## src/rtl/int_regs_wb_arb.sv

```systemverilog
// int_regs_wb_arb: integer register-file write-port arbiter with per-source FIFOs and a
// pending-write scoreboard. Define WB_ARB_RR_EN for round-robin ties; otherwise s1 wins ties.

module int_regs_wb_arb_fifo #(
    parameter int DEPTH = 2
) (
    input  logic        clk,
    input  logic        rst_n,
    input  logic        push,
    input  logic [4:0]  push_addr,
    input  logic [31:0] push_data,
    input  logic        pop,
    output logic        ready,
    output logic        not_empty,
    output logic [4:0]  head_addr,
    output logic [31:0] head_data
);
    localparam int PW = (DEPTH > 1) ? $clog2(DEPTH) : 1;
    localparam int CW = PW + 1;
    localparam logic [CW-1:0] FULL_COUNT = CW'(DEPTH);

    logic [4:0]    mem_addr [DEPTH];
    logic [31:0]   mem_data [DEPTH];
    logic [PW-1:0] wr_ptr;
    logic [PW-1:0] rd_ptr;
    logic [CW-1:0] count;

    // NOTE: entry storage has no reset; count and pointers alone decide what is valid.
    always_ff @(posedge clk) begin
        if (push) begin
            mem_addr[wr_ptr] <= push_addr;
            mem_data[wr_ptr] <= push_data;
        end
    end

    // NOTE: sequential state is updated with non-blocking assignments only.
    always_ff @(posedge clk or negedge rst_n) begin
        if (!rst_n) begin
            wr_ptr <= '0;
            rd_ptr <= '0;
            count  <= '0;
        end else begin
            if (push) wr_ptr <= wr_ptr + PW'(1);
            if (pop)  rd_ptr <= rd_ptr + PW'(1);
            case ({push, pop})
                2'b10:   count <= count + CW'(1);
                2'b01:   count <= count - CW'(1);
                default: count <= count;
            endcase
        end
    end

    // Ready comes from the registered count only, so it never depends on valid.
    assign ready     = (count < FULL_COUNT);
    assign not_empty = (count != '0);
    assign head_addr = mem_addr[rd_ptr];
    assign head_data = mem_data[rd_ptr];
endmodule

module int_regs_wb_arb #(
    parameter int DEPTH = 2
) (
    input  logic        clk,
    input  logic        rst_n,
    input  logic        s0_valid,
    output logic        s0_ready,
    input  logic [4:0]  s0_rd_addr,
    input  logic [31:0] s0_wdata,
    input  logic        s1_valid,
    output logic        s1_ready,
    input  logic [4:0]  s1_rd_addr,
    input  logic [31:0] s1_wdata,
    input  logic        claim_en,
    input  logic [4:0]  claim_addr,
    input  logic [4:0]  rs1_addr,
    input  logic [4:0]  rs2_addr,
    output logic        rs1_busy,
    output logic        rs2_busy,
    output logic        wen,
    output logic [4:0]  rd_addr,
    output logic [31:0] rd_wdata,
    output logic        idle
);
    logic        s0_push;
    logic        s1_push;
    logic        s0_ne;
    logic        s1_ne;
    logic        grant0;
    logic        grant1;
    logic [4:0]  s0_head_addr;
    logic [4:0]  s1_head_addr;
    logic [31:0] s0_head_data;
    logic [31:0] s1_head_data;
    logic [31:1] busy_q;
    logic [31:1] busy_next;
    logic [31:0] busy_vec;

    // Writes to x0 complete the handshake but never occupy a FIFO slot.
    assign s0_push = s0_valid && s0_ready && (s0_rd_addr != 5'd0);
    assign s1_push = s1_valid && s1_ready && (s1_rd_addr != 5'd0);

    int_regs_wb_arb_fifo #(.DEPTH(DEPTH)) u_s0_fifo (
        .clk       (clk),
        .rst_n     (rst_n),
        .push      (s0_push),
        .push_addr (s0_rd_addr),
        .push_data (s0_wdata),
        .pop       (grant0),
        .ready     (s0_ready),
        .not_empty (s0_ne),
        .head_addr (s0_head_addr),
        .head_data (s0_head_data)
    );

    int_regs_wb_arb_fifo #(.DEPTH(DEPTH)) u_s1_fifo (
        .clk       (clk),
        .rst_n     (rst_n),
        .push      (s1_push),
        .push_addr (s1_rd_addr),
        .push_data (s1_wdata),
        .pop       (grant1),
        .ready     (s1_ready),
        .not_empty (s1_ne),
        .head_addr (s1_head_addr),
        .head_data (s1_head_data)
    );

`ifdef WB_ARB_RR_EN
    // Set when s1 received the most recent grant; reset value lets s0 win the first tie.
    logic last_s1;

    always_ff @(posedge clk or negedge rst_n) begin
        if (!rst_n) begin
            last_s1 <= 1'b1;
        end else if (grant0) begin
            last_s1 <= 1'b0;
        end else if (grant1) begin
            last_s1 <= 1'b1;
        end
    end
`endif

    // NOTE: every signal written here gets a default first, so no latch is inferred.
    always_comb begin
        grant0 = 1'b0;
        grant1 = 1'b0;
        if (s0_ne && s1_ne) begin
`ifdef WB_ARB_RR_EN
            if (last_s1) grant0 = 1'b1;
            else         grant1 = 1'b1;
`else
            grant1 = 1'b1;
`endif
        end else if (s0_ne) begin
            grant0 = 1'b1;
        end else if (s1_ne) begin
            grant1 = 1'b1;
        end
    end

    always_ff @(posedge clk or negedge rst_n) begin
        if (!rst_n) begin
            wen      <= 1'b0;
            rd_addr  <= 5'd0;
            rd_wdata <= 32'd0;
        end else begin
            wen <= grant0 || grant1;
            if (grant1) begin
                rd_addr  <= s1_head_addr;
                rd_wdata <= s1_head_data;
            end else if (grant0) begin
                rd_addr  <= s0_head_addr;
                rd_wdata <= s0_head_data;
            end
        end
    end

    // Clear on commit first, then apply the claim so a same-edge set wins.
    always_comb begin
        busy_next = busy_q;
        for (int i = 1; i < 32; i++) begin
            if (wen && (rd_addr == 5'(i)))         busy_next[i] = 1'b0;
            if (claim_en && (claim_addr == 5'(i))) busy_next[i] = 1'b1;
        end
    end

    always_ff @(posedge clk or negedge rst_n) begin
        if (!rst_n) begin
            busy_q <= '0;
        end else begin
            busy_q <= busy_next;
        end
    end

    assign busy_vec = {busy_q, 1'b0};
    assign rs1_busy = busy_vec[rs1_addr];
    assign rs2_busy = busy_vec[rs2_addr];
    assign idle     = !s0_ne && !s1_ne && !wen;
endmodule

```

## config.mk

```make
export PLATFORM = sky130hd
export DESIGN_NAME = int_regs_wb_arb
export DESIGN_NICKNAME = d
export VERILOG_FILES = /design/src/rtl/int_regs_wb_arb.sv
export SDC_FILE = /design/constraint.sdc
export NUM_CORES = 1
export LEC_CHECK = 0
export CORE_UTILIZATION = 40
export DETAILED_ROUTE_END_ITERATION = 8
export SETUP_SLACK_MARGIN = 0.3
export SLEW_MARGIN = 40
export SYNTH_ARGS = -nofsm -noshare
export SYNTH_HDL_FRONTEND = slang
export SYNTH_SLANG_ARGS = --single-unit
```

## constraint.sdc

```tcl
create_clock -name clk -period 2.6 [get_ports clk]
set_clock_uncertainty 0.1 [all_clocks]
set_input_delay 0.26 -clock clk [delete_from_list [all_inputs] [get_ports clk]]
set_output_delay 0.26 -clock clk [all_outputs]
set_load 0.05 [all_outputs]
```

== After elaboration in Yosys (flattened, before gate mapping) ==
Memory sizes are Yosys's and may differ from the RTL's.
Index checks and enable logic that the tools add are counted.
W data, S select, Z words.

* Bits in registers: 77
* RAM bits: 148
* Input port bits: 94
* Output and inout bits: 43
* Memories: 4

{| class="wikitable"
|+ Memories
! memory !! words !! width !! read ports !! clocked after Yosys merged registers in !! write ports !! line !! source
|-
| u_s0_fifo.mem_data || 2 || 32 || 1 || 0 || 1 || 23 || <nowiki>logic [31:0] mem_data [DEPTH];</nowiki>
|-
| u_s1_fifo.mem_data || 2 || 32 || 1 || 0 || 1 || 23 ||
|-
| u_s0_fifo.mem_addr || 2 || 5 || 1 || 0 || 1 || 22 || <nowiki>logic [4:0] mem_addr [DEPTH];</nowiki>
|-
| u_s1_fifo.mem_addr || 2 || 5 || 1 || 0 || 1 || 22 ||
|}

* Add/sub/neg operators: 8
* Magnitude comparators: 4
* Equality and inequality tests: 66
* Muxes and demuxes: 81
* Reduce and logical (&&, ||, !) cells: 111

{| class="wikitable"
|+ Operators by type and width
! cell !! count
|-
| $eq A5 B5 Y1 const B || 32
|-
| $eq A5 B4 Y1 const B || 16
|-
| $mux W1 || 73
|-
| $reduce_bool A2 Y1 || 36
|-
| $logic_and A1 B1 Y1 || 69
|-
| $mux W32 || 2
|-
| $eq A5 B3 Y1 const B || 8
|-
| $eq A5 B2 Y1 const B || 4
|-
| $lt A5 B6 Y1 const B || 2
|-
| $bmux W1 S5 || 2
|-
| $eq A5 B1 Y1 const B || 2
|-
| $mux W5 || 2
|-
| $reduce_bool A5 Y1 || 2
|-
| $pmux W2 S2 || 2
|-
| $add A1 B1 Y1 const B || 4
|-
| $add A2 B1 Y2 const B || 2
|-
| $eq A2 B1 Y1 const B || 2
|-
| $eq A2 B2 Y1 const B || 2
|-
| $lt A2 B2 Y1 const B || 2
|-
| $sub A2 B1 Y2 const B || 2
|-
| $logic_not A1 Y1 || 3
|-
| $logic_or A1 B1 Y1 || 1
|}

== Depth between registers and ports, before layout ==
Gate-level depths: netlist (run 1).

* Word-level depth: 6
* Mapped depth: 8
* Gate-level depth less buffers: 7

== Hierarchy ==
Synthesis (run 1) repeated with hierarchy kept, for this count alone.

* Cell total of the unflattened synthesis: 629
* Area, all modules: 9486.6 sq um

{| class="wikitable"
|+ Modules (own cells, without submodules)
! module !! times used !! cells an instance !! area each (sq um)
|-
| int_regs_wb_arb_fifo || 2 || 131 || 2936.6
|-
| int_regs_wb_arb || 1 || 367 || 3613.5
|}

== Worst setup path after synthesis (run 1) ==
Ideal clock, no wire load.

* Path type: register to register
* From: register u_s0_fifo.count[1]
* To: memory u_s0_fifo.mem_addr[0][0] (enable)
* Setup time: 431 ps
* Arrival time: 2548 ps
* Data required time: 2069 ps
* Slack: -480 ps
* Stages on the path, launching flop included: 4
* Path buffers: 0
* Clock period less this slack: 3080 ps
* Path through: dfrtp_1 inv_1 o211ai_2 nor2_1

* Longest elaborated chain between the ends: 5

{| class="wikitable"
|+ Ends and longest elaborated chain
! element !! line !! source
|-
| from (decl) || 26 || <nowiki>logic [CW-1:0] count;</nowiki>
|-
| from (signal assigned) || 46 || <nowiki>2'b10: count <= count + CW'(1);</nowiki>
|-
| from (signal assigned) || 47 || <nowiki>2'b01: count <= count - CW'(1);</nowiki>
|-
| from (signal assigned) || 48 || <nowiki>default: count <= count;</nowiki>
|-
| $lt A2 B2 Y1 || 54 || <nowiki>assign ready = (count < FULL_COUNT);</nowiki>
|-
| via s0_ready || 66 || <nowiki>output logic s0_ready,</nowiki>
|-
| $logic_and A1 B1 Y1 (2 in a row) || 99 || <nowiki>assign s0_push = s0_valid && s0_ready && (s0_rd_addr != 5'd0);</nowiki>
|-
| $mux W1 || 30 || <nowiki>if (push) begin</nowiki>
|-
| $mux W1 (implied by the code) || 31 || <nowiki>mem_addr[wr_ptr] <= push_addr;</nowiki>
|-
| to (decl) || 22 ||
|}

The timed path passes the listed nets, and every way through them passes these cells.

== Final worst setup path (run 1) ==
* From: register busy_q[19] (netlist name)
* To: output port rs1_busy

* Longest elaborated chain between the ends: 2

{| class="wikitable"
|+ Ends and longest elaborated chain
! element !! line !! source
|-
| from (decl) || 94 || <nowiki>logic [31:1] busy_q;</nowiki>
|-
| from (signal assigned) || 191 || <nowiki>busy_q <= busy_next;</nowiki>
|-
| $bmux W1 S5 || 196 || <nowiki>assign rs1_busy = busy_vec[rs1_addr];</nowiki>
|-
| $mux W1 (implied by the code) || 196 ||
|-
| to (decl) || 77 || <nowiki>output logic rs1_busy,</nowiki>
|}

Every way passes these cells. The select of a mux whose other input is x is not followed.

==> results.md, run 1 <==
* Final TNS setup at 0 ns
* Starting DRT DRC Count at 295
* Largest net degree at the start of global routing at 58
* Cts bufs inserted at 23
* Layout fillers at 1848
* Area of the multi-input gates at 2650 µm²
* Row cnt at 54
* Seq pwr share at 0.404
* Synth Register Bits at 225
* Yosys cell types at 39
* WL final at 21.3 mm
* Netlist Area Pre-Place at 9160 µm²
* CP required at 2.24 ns
* Worst hold-check path type: primary input to asynchronous set/reset pin
* Slowest CP cell: mux4_2
* Vias in the first global route at 6131
* Die span in x at 153 µm
* Peak supply drop at 0.000718 V
* Nets at 883
* P_int at 8.82 mW
* PD cells at 1200 nW/µm²
* Family with the most delay on the worst path: multiplexers
* Number of antenna violations at the first check in global routing at 1
* Switching part of the total at 0.377
* RSZ-0062 raised after global routing: yes
* Worst skew pair latency at 0.50 ns
* Sequential element share of the synthesized area at 0.696
* Maximum clock frequency at 422 MHz
* FF/Latch Area at 6370 µm²
* Setup Crit Path Kind: register to output port
* First-pass DRT Iterations at 5
* Post-synthesis cell count at 636
* CP endpoint kind: output port
* Total number of vias at 5773
* Total clock sinks at 225
* Initial Utilization at 0.413
* CP peak stage delay at 0.47 ns
* Status: complete, no violations
* Post-synth EDFFs at 148
* DP Worst Slack at 0.170 ns
* Slew @ Worst Pin at 0.587 ns
* Final Cycle Share at 0.912
* P_sw at 5.34 mW
* Htree depth at 1
* Most common cell after layout, fill and taps aside: edfxtp_1
* Syn avg cell area at 14.4 µm²
* Fin. max-slew vios at 0
* CP Cell Sequence: mux4_2 -> mux2_4 -> nand3b_1 -> nand4_1 -> buf_6
* Clock Power Share at 0.223
* DP HPWL at 14.7 mm
* Area Growth Syn to Fin at 28.9%
* Drt drc at 0
* Layout cells sized above 1 at 0.0995
* Clk root buf: clkbuf_16
* Die area at 23500 µm²
* Die Ht at 153 µm
* Post-DRT Antenna Nets at 0
* Crit path launch type: register
* Total GRT Usage at 0.185
* Setup violations, final at 0
* Max Root-Sink Buffers at 3
* Data arrival, critical path at 2.01 ns
* Core area at 22200 µm²
* Period minus WS final at 2.37 ns
* WL per Instance at 19.6 µm
* First-pass GRT wire length at 33.7 mm
* Combinational power share at 0.372
* Ports at 137
* DR vias/cell at 5.31
* Final RePlAce weighted congestion at 0.853
* Leakage at 4.40 nW
* Worst setup margin at 0.228 ns
* Post-synth net total at 732
* Maximum fanout along the worst path at 3
* Dominant synthesized flop cell: edfxtp_1
* Final hold violations at 0
* Gr ovfl total at 0
* Clock transition at the registers of the reported paths at 0.06 ns
* Worst slew margin at 0.609
* Commonest non-fill, non-tap cells in the layout: edfxtp_1, clkdlybuf4s50_1, mux2i_1, dfrtp_1, o21ai_0
* Synth Warn # at 0
* WP buf/inv at 1
* CTS tree: done
* Port bufs at 136
* FFs w/ async S/R, synth at 0.342
* Max cap viols at 0
## area by class of cell
class / instances / area share
tap: 280 / 0.0297
multi-input combinational: 372 / 0.225
clock buffer: 33 / 0.0581
sequential: 225 / 0.540
timing repair buffer: 158 / 0.139
inverter: 7 / 0.00223
antenna: 4 / 0.000849
clock inverter: 9 / 0.00445
## registers in the layout, summed over array words and instances, names as in the netlist
name and count:
u_s1_fifo.wr_ptr 1, u_s0_fifo.mem_data 64, rd_addr 5, u_s0_fifo.wr_ptr 1, u_s1_fifo.count 2, wen 1, rd_wdata 32, u_s0_fifo.count 2
u_s1_fifo.rd_ptr 1, u_s1_fifo.mem_addr 10, u_s1_fifo.mem_data 64, u_s0_fifo.mem_addr 10, busy_q 31, u_s0_fifo.rd_ptr 1
## Yosys cell counts, drive strengths merged, types with 8 or more instances
library cell,n,area share
edfxtp,148,0.49
a21oi,42,0.023
xnor2,9,0.0086
nand3,14,0.0077
clkbuf,14,0.0057
mux2i,91,0.099
nand2,9,0.0037
nor2,53,0.022
dfrtp,77,0.21
o21ai,62,0.034
nor2b,8,0.0055
nand2b,11,0.0075
a211oi,38,0.031
buf,18,0.011
## per-stage QoR
| stage | instance area, µm² | std cells | total power [mW] | hold WS (ns) | util |
|---|---|---|---|---|---|
| floorplan | 9170 | 636 | 9.08 | -0.136 | - |
| global placement | 11000 | 1037 | 10.9 | 0.290 | 0.495 |
| detailed placement | 11000 | 1037 | 11.0 | 0.301 | 0.495 |
| CTS | 11800 | 1083 | 14.3 | 0.217 | 0.531 |
| global route | 11800 | 1084 | 14.9 | 0.224 | 0.532 |
| finish | 11800 | 1088 | 14.2 | 0.209 | 0.532 |
## power by group through the flow
stage / sequential, mW / clock (mW) / combinational, mW
after floorplan: 6.45 / 0 / 2.63
after detailed placement: 5.81 / 0 / 5.22
after global routing: 5.86 / 3.38 / 5.67
after global placement: 5.77 / 0 / 5.16
after CTS: 5.75 / 3.23 / 5.32
final: 5.73 / 3.16 / 5.27
## path summary, 6_finish.rpt
kind | from | end | slack [ns] | cells after the start
setup / recovery | busy_q[19] | rs1_busy | 0.23 | 5
hold / removal | rst_n | u_s1_fifo.wr_ptr | 0.21 | 2
setup reg to reg | u_s1_fifo.count[0] | u_s1_fifo.count[1] | 0.71 | 7
hold reg to reg | u_s1_fifo.count[0] | u_s1_fifo.count[0] | 0.43 | 1
max in group asynchronous | rst_n | rd_wdata[1] | 1.63 | 3
min in group clk | s1_wdata[4] | u_s1_fifo.mem_data[1][4] | 0.23 | 1
## cell families after synthesis
| logic type | Yosys count | synth area share |
|---|---|---|
| buffers and inverters | 39 | 0.0194 |
| AOI/OAI and AO/OA | 151 | 0.0968 |
| muxes | 99 | 0.118 |
| adders and majority gates | 2 | 0.00273 |
| xor gates and xnor gates | 10 | 0.00957 |
| and+or+nand+nor | 110 | 0.0577 |
| DFF | 225 | 0.696 |
## repair_timing
action,4_1_cts,5_1_grt
setup buffers,3,1
hold buffers,1,0
pin swaps,3,2
hold endpoints to repair,56,0
resized for setup,12,4
setup endpoints to repair,4,6
## routing by layer
| layer | vias up | GRT usage | share of wire |
|---|---|---|---|
| met4 | 0 | 0.0630 | 0.026 |
| li1 | 2725 | - | - |
| met1 | 2854 | 0.230 | 0.42 |
| met2 | 155 | 0.326 | 0.51 |
| met5 | - | 0 | 0 |
| met3 | 39 | 0.0286 | 0.047 |
Power figures use the tool's default switching activity.
==> run 2: changes to the inputs <==
--- a/config.mk
+++ b/config.mk
@@ -7,6 +7,7 @@
 export LEC_CHECK = 0
 export CORE_UTILIZATION = 40
 export DETAILED_ROUTE_END_ITERATION = 8
+export GPL_TIMING_DRIVEN = 1
 export SETUP_SLACK_MARGIN = 0.3
 export SLEW_MARGIN = 40
 export SYNTH_ARGS = -nofsm -noshare
==> constraint.sdc (replaced) <==
create_clock -name clk -period 2.6 [get_ports clk]
set_clock_uncertainty 0.1 [all_clocks]
set_input_delay 0.39 -clock clk [delete_from_list [all_inputs] [get_ports clk]]
set_output_delay 0.39 -clock clk [all_outputs]
set_load 0.05 [all_outputs]
==> run 2 against run 1 <==
  * Cell area rose by 0.29%
  * Core utilization is 0.15 points higher
  * Sequential share of layout area decreased by 0.14 points
==> results.md, run 2 (synthesis gave the netlist of run 1 again) <==
* RSZ-0062 raised after global routing: yes
* Layout fillers at 1888
* DR vias/cell at 5.32
* Final hold violations at 0
* CTS tree: done
* Finished Cell Area at 11800 µm²
* Setup violations, final at 0
* Layout Utilization at 0.534
* Placed Area at 11000 µm²
* FF/Latch Area at 6370 µm²
* R2R cell count at 6
* Final RePlAce weighted congestion at 0.912
* Cts bufs inserted at 24
* Period minus WS final at 2.58 ns
* Switching part of the total at 0.378
* First-pass DRT Iterations at 4
* Leakage at 4.40 nW
* Total clock sinks at 225
* Clock transition at the registers of the reported paths at 0.06 ns
* CP endpoint kind: output port
* Area Growth Syn to Fin at 29.2%
* Row cnt at 54
* Initial Utilization at 0.413
* Gr ovfl total at 0
* Commonest non-fill, non-tap cells in the layout: edfxtp_1, clkdlybuf4s50_1, mux2i_1, dfrtp_1, o21ai_0
* WL per Instance at 19.7 µm
* Drt drc at 0
* Area of the multi-input gates at 2650 µm²
* Die Ht at 153 µm
* Data arrival, critical path at 2.09 ns
* Htree depth at 1
* Vias in the first global route at 6114
* Largest net degree at the start of global routing at 45
* Port bufs at 136
* Die area at 23500 µm²
* Die span in x at 153 µm
* Post-DRT Antenna Nets at 0
* Status: complete, no violations
* Ports at 137
* Maximum clock frequency at 388 MHz
* DP HPWL at 14.8 mm
* Combinational power share at 0.370
* Most common cell after layout, fill and taps aside: edfxtp_1
* Nets at 886
* Clk root buf: clkbuf_16
* Worst slew margin at 0.573
* Fin. max-slew vios at 0
* Peak supply drop at 0.000652 V
* Number of antenna violations at the first check in global routing at 1
* Total number of vias at 5794
* Worst hold-check path type: primary input to asynchronous set/reset pin
* Total GRT Usage at 0.187
* Top Registers: u_s0_fifo.mem_data x64, u_s1_fifo.mem_data x64, rd_wdata x32
* CP required at 2.11 ns
* WL final at 21.4 mm
* Setup Crit Path Kind: register to output port
* Layout cells sized above 1 at 0.101
* Worst skew pair latency at 0.51 ns
* Crit path launch type: register
* Worst R2R Setup Slack at 0.58 ns
* Seq pwr share at 0.406
* Max Root-Sink Buffers at 3
* Final Cycle Share at 0.992
* P_sw at 5.37 mW
* P_int at 8.84 mW
* First-pass GRT wire length at 33.9 mm
* Core area at 22200 µm²
* PD cells at 1200 nW/µm²
* Starting DRT DRC Count at 296
* Max cap viols at 0
* Maximum fanout along the worst path at 3
* Slew @ Worst Pin at 0.639 ns
* Clock Power Share at 0.224
-- run 2: changes by cell type in the layout (fill, tap and decap cells not counted), sizes merged, moves of 2 or more --
cell,previous run,this run
clkinv,5,8
dlymetal6s2s,4,0
inv,10,7
dlygate4sd2,3,10
clkdlybuf4s50,125,122
diode,4,1
clkbuf,33,36
buf,25,27
-- run 2: final cells by class --
class	instances	area share
clock buffer	36	0.0598
tap	280	0.0296
inverter	7	0.00222
antenna	1	0.000212
multi-input combinational	372	0.224
sequential	225	0.539
clock inverter	8	0.00349
timing repair buffer	160	0.142
-- run 2: metal layers --
layer	global-route usage	vias to the layer above	share of wire
li1	-	2724	-
met1	0.232	2872	0.42
met2	0.331	171	0.51
met3	0.0340	27	0.055
met4	0.0534	0	0.018
met5	0	-	0
-- run 2: worst paths after layout --
check                                   start                        to
setup / recovery                   busy_q[21]                  rs1_busy
hold / removal                          rst_n               rd_wdata[2]
setup reg to reg           u_s1_fifo.count[0]        u_s0_fifo.count[1]
hold reg to reg            u_s1_fifo.count[0]        u_s1_fifo.count[0]
max in group asynchronous               rst_n                busy_q[21]
min in group clk                  s1_wdata[8]  u_s1_fifo.mem_data[0][8]
-- run 2: power by group through the flow --
| stage | Combinational [mW] | Clock (mW) | Sequential [mW] |
|---|---|---|---|
| 2_1_floorplan | 2.64 | 0 | 6.45 |
| 3_3_place_gp | 5.18 | 0 | 5.81 |
| 3_5_place_dp | 5.23 | 0 | 5.84 |
| 4_1_cts | 5.26 | 3.27 | 5.78 |
| 5_1_grt | 5.69 | 3.40 | 5.89 |
| 6_report | 5.26 | 3.18 | 5.77 |
-- run 2: per-stage QoR --
step | hold slack (ns) | total power [mW] | cells | worst slack, ns | setup TNS, ns
6_report | 0.340 | 14.2 | 1089 | 0.0203 | 0
4_1_cts | 0.338 | 14.3 | 1084 | 0.00535 | 0
3_3_place_gp | 0.344 | 11.0 | 1038 | -0.0606 | -0.0910
3_5_place_dp | 0.351 | 11.1 | 1038 | -0.0962 | -0.145
5_1_grt | 0.339 | 15.0 | 1089 | -0.0634 | -0.0634
2_1_floorplan | -0.00559 | 9.09 | 636 | 0.116 | 0
-- run 2: critical path: stages, from the launching register on --
cell,delay (ns)
dfrtp_2,0.45
mux4_2,0.46
mux2_4,0.27
nand3b_1,0.08
nand4_1,0.14
buf_12,0.19
-- run 2: what timing repair did --
item | CTS | global route
setup endpoints to repair | 10 | 2
hold endpoints to repair | 40 | 0
hold buffers | 1 | 0
resized for setup | 15 | 3
pin swaps | 1 | 1
buffers inserted | 1 | 4
